`config.mk`:
```
export PLATFORM = sky130hd
export DESIGN_NAME = me_sprite_fetch
export DESIGN_NICKNAME = d
export VERILOG_FILES = /design/src/rtl/me_sprite_fetch.sv
export SDC_FILE = /design/constraint.sdc
export NUM_CORES = 1
export LEC_CHECK = 0
export CAP_MARGIN = 20
export CORE_MARGIN = 10
export CORE_UTILIZATION = 55
export DETAILED_ROUTE_END_ITERATION = 10
export PLACE_DENSITY_LB_ADDON = 0.25
export SYNTH_ARGS = -nofsm -noshare
export SYNTH_HDL_FRONTEND = slang
export SYNTH_SLANG_ARGS = --single-unit
export TNS_END_PERCENT = 5
```
`constraint.sdc`:
```
create_clock -name Clk -period 8.9 [get_ports Clk]
set_input_delay 0.89 -clock Clk [delete_from_list [all_inputs] [get_ports Clk]]
set_output_delay 0.89 -clock Clk [all_outputs]
set_load 0.1 [all_outputs]
```
`src/rtl/me_sprite_fetch.sv`:
```
// Player sprite ROM read engine: raster-to-ROM addressing, ROM latency realignment,
// chroma-key transparency and frame-tick animation sequencing. Optional ME_MIRROR_EN.
module me_sprite_fetch #(
    parameter int          SPR_W     = 100,
    parameter int          SPR_H     = 100,
    parameter int          ATK_W     = 120,
    parameter int          WALK_DIV  = 8,
    parameter int          ATK_HOLD  = 4,
    parameter int          HURT_HOLD = 16,
    parameter logic [23:0] KEY_RGB0  = 24'ha664ff,
    parameter logic [23:0] KEY_RGB1  = 24'h9140ff
) (
    input  logic        Clk,
    input  logic        Reset,
    input  logic        frame_clk,
    input  logic [9:0]  DrawX,
    input  logic [9:0]  DrawY,
    input  logic [9:0]  SprX,
    input  logic [9:0]  SprY,
    input  logic        walk,
    input  logic        attack_req,
    input  logic        hit,
    input  logic        facing_left,
    input  logic [23:0] rom_rgb,
    output logic [7:0]  state,
    output logic [15:0] relative_address,
    output logic        pixel_on,
    output logic [23:0] pixel_rgb,
    output logic        busy
);

    typedef enum logic [2:0] {
        S_IDLE, S_WALK, S_ATK0, S_ATK1, S_ATK2, S_ATK3, S_HURT
    } fsm_t;

    fsm_t        cur, nxt;
    logic [7:0]  cnt, cnt_n;
    logic        phase, phase_n;
    logic [2:0]  fs;
    logic        tick;
    logic        atk;
    logic [1:0]  vld_pipe;

    // fs[1:0] synchronise frame_clk, fs[2] holds the previous synchronised level
    assign tick = fs[1] & ~fs[2];

    always_ff @(posedge Clk) begin
        if (Reset) begin
            fs    <= '0;
            cur   <= S_IDLE;
            cnt   <= '0;
            phase <= 1'b0;
        end else begin
            fs    <= {fs[1:0], frame_clk};
            cur   <= nxt;
            cnt   <= cnt_n;
            phase <= phase_n;
        end
    end

    always_comb begin
        nxt     = cur;
        cnt_n   = cnt;
        phase_n = phase;
        if (tick) begin
            case (cur)
                S_IDLE: begin
                    cnt_n   = '0;
                    phase_n = 1'b0;
                    if (hit)             nxt = S_HURT;
                    else if (attack_req) nxt = S_ATK0;
                    else if (walk)       nxt = S_WALK;
                end
                S_WALK: begin
                    if (hit) begin
                        nxt   = S_HURT;
                        cnt_n = '0;
                    end else if (attack_req) begin
                        nxt   = S_ATK0;
                        cnt_n = '0;
                    end else if (!walk) begin
                        nxt   = S_IDLE;
                        cnt_n = '0;
                    end else if (cnt == 8'(WALK_DIV - 1)) begin
                        phase_n = ~phase;
                        cnt_n   = '0;
                    end else begin
                        cnt_n = cnt + 8'd1;
                    end
                end
                S_ATK0, S_ATK1, S_ATK2, S_ATK3: begin
                    if (hit) begin
                        nxt   = S_HURT;
                        cnt_n = '0;
                    end else if (cnt == 8'(ATK_HOLD - 1)) begin
                        cnt_n = '0;
                        case (cur)
                            S_ATK0:  nxt = S_ATK1;
                            S_ATK1:  nxt = S_ATK2;
                            S_ATK2:  nxt = S_ATK3;
                            default: nxt = S_IDLE;
                        endcase
                    end else begin
                        cnt_n = cnt + 8'd1;
                    end
                end
                S_HURT: begin
                    // a fresh hit restarts the hold
                    if (hit) begin
                        cnt_n = '0;
                    end else if (cnt == 8'(HURT_HOLD - 1)) begin
                        nxt   = S_IDLE;
                        cnt_n = '0;
                    end else begin
                        cnt_n = cnt + 8'd1;
                    end
                end
                default: begin
                    nxt   = S_IDLE;
                    cnt_n = '0;
                end
            endcase
        end

        state = 8'h01;
        busy  = 1'b0;
        atk   = 1'b0;
        case (cur)
            S_WALK: state = phase ? 8'h02 : 8'h01;
            S_ATK0: begin state = 8'h06; busy = 1'b1; atk = 1'b1; end
            S_ATK1: begin state = 8'h07; busy = 1'b1; atk = 1'b1; end
            S_ATK2: begin state = 8'h09; busy = 1'b1; atk = 1'b1; end
            S_ATK3: begin state = 8'h08; busy = 1'b1; atk = 1'b1; end
            S_HURT: begin state = 8'h05; busy = 1'b1; end
            default: state = 8'h01;
        endcase
    end

    // Address generation; bit 10 of the 11-bit differences is the sign
    logic [10:0] dx, dy;
    logic [15:0] dx16, dy16, w16, xs, addr_n;
    logic        inbox;

    assign dx   = {1'b0, DrawX} - {1'b0, SprX};
    assign dy   = {1'b0, DrawY} - {1'b0, SprY};
    assign dx16 = {6'd0, dx[9:0]};
    assign dy16 = {6'd0, dy[9:0]};
    assign w16  = atk ? 16'(ATK_W) : 16'(SPR_W);

`ifdef ME_MIRROR_EN
    logic face;

    always_ff @(posedge Clk) begin
        if (Reset)     face <= 1'b0;
        else if (tick) face <= facing_left;
    end

    assign xs = face ? (w16 - 16'd1 - dx16) : dx16;
`else
    logic unused_facing;
    assign unused_facing = facing_left;
    assign xs = dx16;
`endif

    assign inbox  = !dx[10] && !dy[10] && (dx16 < w16) && (dy16 < 16'(SPR_H));
    assign addr_n = inbox ? (dy16 * w16 + xs) : 16'd0;

    // vld_pipe[0] travels with the address, vld_pipe[1] lines up with rom_rgb
    logic opaque;
    assign opaque = vld_pipe[1] && (rom_rgb != KEY_RGB0) && (rom_rgb != KEY_RGB1);

    always_ff @(posedge Clk) begin
        if (Reset) begin
            relative_address <= '0;
            vld_pipe         <= '0;
            pixel_on         <= 1'b0;
            pixel_rgb        <= '0;
        end else begin
            relative_address <= addr_n;
            vld_pipe         <= {vld_pipe[0], inbox};
            pixel_on         <= opaque;
            pixel_rgb        <= opaque ? rom_rgb : 24'd0;
        end
    end

endmodule

```
# Word-level counts from Yosys, hierarchy flattened
# Cells that the tools add are included.
[classes]
addsub = 4
multipliers = 1
magnitude_cmp = 2
eq_ne = 20
muxes = 31
bitwise_logic = 5
reduce_logical = 15
[ops]
columns = ["operator", "n"]
rows = [
  ["8-bit two-way mux", 8],
  ["24-bit != test, second input constant", 2],
  ["3-bit two-way mux", 10],
  ["4-bit case mux with 6 select lines", 1],
  ["8-bit case mux with 3 select lines", 1],
  ["10-bit by 10-bit subtractor with 11-bit output", 2],
  ["16-bit by 10-bit adder with 16-bit output", 1],
  ["10-bit by 7-bit multiplier with 16-bit output", 1],
  ["2-bit != test, second input constant", 6],
  ["3-bit case mux with 4 select lines", 1],
  ["6-bit AND reduction", 2],
  ["10-bit by 7-bit < comparator with 1-bit output", 1],
  ["10-bit by 7-bit < comparator with 1-bit output, second input constant", 1],
  ["3-bit equality test, second input constant", 3],
  ["3-bit case mux with 3 select lines", 1],
  ["8-bit by 1-bit adder with 8-bit output, second input constant", 1],
  ["8-bit by 2-bit equality test with 1-bit output, second input constant", 1],
  ["8-bit by 3-bit equality test with 1-bit output, second input constant", 1],
  ["8-bit by 4-bit equality test with 1-bit output, second input constant", 1],
  ["4-bit != test, second input constant", 2],
  ["3-bit by 2-bit equality test with 1-bit output, second input constant", 2],
  ["1-bit two-way mux", 6],
  ["1-bit logical AND", 5],
  ["5-bit two-way mux", 1],
  ["12 further kinds", 17],
]
[totals]
register_bits = 58
inputBits = 71
output_inout_bits = 50
wordCells = 86

# Depth between registers and ports, before layout
[logic_depth]
ltp_word = 9
depth_mapped = 25
ltp_nobuf = 24

# Worst setup path before layout
# OpenSTA, ideal clock, no wires.
[synth_timing]
path_kind = "input to register"
start = "in DrawY[0]"
end = "reg relative_address[15]"
setup_time_ps = 88
arrival_ps = 5669
required_ps = 8812
setup_slack_ps = 3143
cell_stages = 23
n_path_buf = 0
path_cell_list = "inv_1 -> ha_1 -> inv_1 -> fa_1 -> a21oi_1 -> o21ai_0 -> a21oi_1 -> xnor2_1 -> inv_1 -> nor2_1 -> ha_1 -> fa_1 -> fa_1 -> inv_1 -> fa_1 -> inv_1 -> ha_1 -> nor3_1 -> nor2_1 -> nand4_1 -> o21ai_0 -> xnor2_1 -> nor4_2"
[synth_via]
elab_chain_len = 7
elab_cells_between_ends = 10
cone_classes = "add/sub: 2; mul: 1; order compare: 1; bitwise: 1; reduce/logical: 5"
[synth_lines]
columns = ["element", "line_no", "rtl"]
rows = [
  ["from (decl)", "17", "input logic [9:0] DrawY,"],
  ["10-bit by 10-bit subtractor with 11-bit output (*)", "145", "assign dy = {1'b0, DrawY} - {1'b0, SprY};"],
  ["branches (longest 6 deep; another with 10-bit by 7-bit multiplier with 16-bit output)", "n/a", ""],
  ["to (signal assigned)", "179", "relative_address <= addr_n;"],
  ["to (decl)", "26", "output logic [15:0] relative_address,"],
]
# Mark *: on every way between the ends.
# A chain may end at the register's enable or synchronous reset.

# Worst setup path in the final report
[layout_timing]
start = "in DrawY[0]"
end = "reg relative_address[13]"
# Same word-level chain as after synthesis.

==> flow_metrics.env <==
export IMPL_cts_resized=0
export IMPL_grt_ovfl_total=0
export IMPL_setup_slack_ps=2460
export IMPL_drv_slew=0
export IMPL_dr_pass1_iters=4
export IMPL_worst_path_largest_cell_delay_ps=540
export IMPL_required_ps=9080
export IMPL_power_mw=1.96
export IMPL_setup_viol=0
export IMPL_via_count=4487
export IMPL_viasPerCell=5.48
export IMPL_ir_worst_vdd_mv=0.266
export IMPL_synth_warnings=0
export IMPL_status="finished, final reports clean"
export IMPL_fp_dieW_um=117
export IMPL_powerDensity_nw_per_um2=297
export IMPL_die_height_um=117
export IMPL_synth_seq_cells=58
export IMPL_antenna_found_initial=0
export IMPL_worst_path_max_fanout=7
export IMPL_rsz0062_at_grt="false"
export IMPL_cap_violations=0
export IMPL_hpwl_mm=10.1
export IMPL_cts_sinks=58
export IMPL_endpoint_kind="flip-flop"
export IMPL_worstSkewPairLatency_ps=340
export IMPL_cp_top_family="adder cells"
export IMPL_grt_usage=0.185
export IMPL_drc_errors=0
export IMPL_final_setup_tns_ps=0
export IMPL_grt_max_degree=23
export IMPL_synthArstFlopShare=0
export IMPL_ant_nets=0
export IMPL_gp_congestion=0.854
export IMPL_leakage_nw=2.92
export IMPL_fillCellCount=721
export IMPL_placementRows=35
export IMPL_layout_commonest_cell="clkdlybuf4s50_1"
export IMPL_clock_root_buffer="clkbuf_8"
export IMPL_diodes=0
export IMPL_yosysTopAreaCell="dfxtp_1"
export IMPL_avgSynthCellArea_um2=8.80
export IMPL_cts_hold_repair_buffers=0
export IMPL_slowest_stage="fa_1"
export IMPL_ys_types=70
export IMPL_die_area_um2=13700
export IMPL_fmax_mhz=155
export IMPL_synth_area_um2=5180
export IMPL_layout_common_cells="115 x clkdlybuf4s50_1, 87 x inv_1, 62 x ha_1"
export IMPL_layout_drive_gt1_share=0.0565
export IMPL_totalWireLength_mm=12.4
export IMPL_fin_crit_sh=0.724
export IMPL_relSlewSlack=0.314
export IMPL_start_util=0.563
export IMPL_period_needed_ps=6440
export IMPL_worst_slew_pin_slew_ps=1030
export IMPL_place_ws_ps=2180
export IMPL_cp_num_buf_inv=6
export IMPL_yosys_most_used_dff="dfxtp_1"
export IMPL_coreArea_um2=9200
export IMPL_cts_buffers=9
export IMPL_skew_ps=6.91
export IMPL_ioPinCount=121
export IMPL_drt_initial_drc_count=288
export IMPL_ys_top_cells_by_area="dfxtp_1 22%, ha_1 15%, fa_1 11%"
export IMPL_wl_per_cell_um=15.2
export IMPL_post_cts_buffers=0
export IMPL_start_kind="primary input"
export IMPL_syn_inst=588
export IMPL_cts_tree="done"
export IMPL_critPathArrivalTime_ps=6620
export IMPL_clk_pin_slew_worst_paths_ps=70
export IMPL_synth_edf_count=0
export IMPL_nets=864
export IMPL_io_buffers=115
export IMPL_synth_seq_area_share=0.224
export IMPL_syn_to_final_growth_pct=27.7
export IMPL_path_cells="clkdlybuf4s50_1, inv_1, ha_1, inv_1, fa_1, xor2_1, nand2_1, fa_1, fa_1, inv_1, fa_1, inv_1, fa_1, inv_1, ha_1, o21ai_0, o21bai_1, a21oi_1, o31a_1, a311oi_1, nor4_2"
export IMPL_worstSetupPathType="primary input to flip-flop"
export IMPL_clk_path_buf_depth=2
export IMPL_grt_pass1_wl_mm=20.8
export IMPL_yosysTopAreaCellShare=0.224
export IMPL_grt_pass1_vias=4618
export IMPL_hp_class="flip-flop to flip-flop"
export IMPL_hold_viol=0
export IMPL_htree_levels=3
## synth_stat cells, types with 3 or more instances
cell type and n:
a211o_1 4, a211oi_1 3, a21o_1 13, a21oi_1 30, a31o_2 3, a31oi_1 4
and2_1 26, and3_1 4, buf_2 3, buf_4 4, clkbuf_1 11, dfxtp_1 58
fa_1 28, ha_1 62, inv_1 87, mux2i_1 3, nand2_1 20, nand2b_1 6
nand3_1 10, nand4_1 6, nor2_1 34, nor2b_1 13, nor3_1 17, nor3b_1 4
nor4_2 9, nor4b_1 8, o2111ai_1 4, o21a_1 5, o21ai_0 19, o21bai_1 6
o31a_1 3, xnor2_1 17, xor2_1 13
## sequential cells by signal, indices dropped and copies added (netlist names)
| register | count |
|---|---|
| fs | 3 |
| phase | 1 |
| vld_pipe | 2 |
| cnt | 8 |
| relative_address | 16 |
| pixel_on | 1 |
| pixel_rgb | 24 |
| cur | 3 |
## cells by family after synthesis
logic type	share of synthesized area
xor+xnor	0.0570
buf+inv	0.0875
simple gates	0.200
mux	0.00798
fa+ha+maj	0.262
compound gates	0.160
flops	0.224
other cells	0.00145
## report_power, final
part | leakage, nW | switching [mW] | total [mW] | internal, mW
Combinational | 2.35 | 0.832 | 1.43 | 0.598
Clock | 0.106 | 0.112 | 0.271 | 0.159
Sequential | 0.468 | 0.00205 | 0.263 | 0.261
## layout make-up
type	count	area [um^2]	area share
Sequential cell	58	1160	0.176
Clock inverter	7	101	0.0153
Inverter	88	330	0.0500
Clock buffer	9	124	0.0187
Tap cell	111	139	0.0210
Timing Repair Buffer	116	1160	0.175
Multi-Input combinational cell	430	3600	0.544
## per-stage QoR
step,utilization,instances,hold WS [ps],area [um^2]
2_1_floorplan,-,597,414,5210
3_3_place_gp,0.694,803,422,6380
3_5_place_dp,0.694,803,436,6380
4_1_cts,0.719,819,457,6610
5_1_grt,0.719,819,474,6610
6_report,0.719,819,448,6610
## worst paths after layout
| kind | start | to | slack [ps] | cells after the start |
|---|---|---|---|---|
| max reg2reg | cur[1] | relative_address[13] | 3500 | 18 |
| max | DrawY[0] | relative_address[13] | 2460 | 21 |
| min | fs[0] | fs[1] | 450 | 1 |
| min reg2reg | fs[0] | fs[1] | 450 | 1 |
## metal layers
layer / global-route usage / routed length [um] / part of all wire / up-vias
met3: 0.0321 / 552 / 0.044 / 14
met1: 0.210 / 5140 / 0.41 / 2118
met5: 0 / 0 / 0 / -
met2: 0.349 / 6600 / 0.53 / 112
met4: 0.0412 / 133 / 0.011 / 0
li1: - / - / - / 2243
No activity file was read; power rests on OpenSTA's default activity.
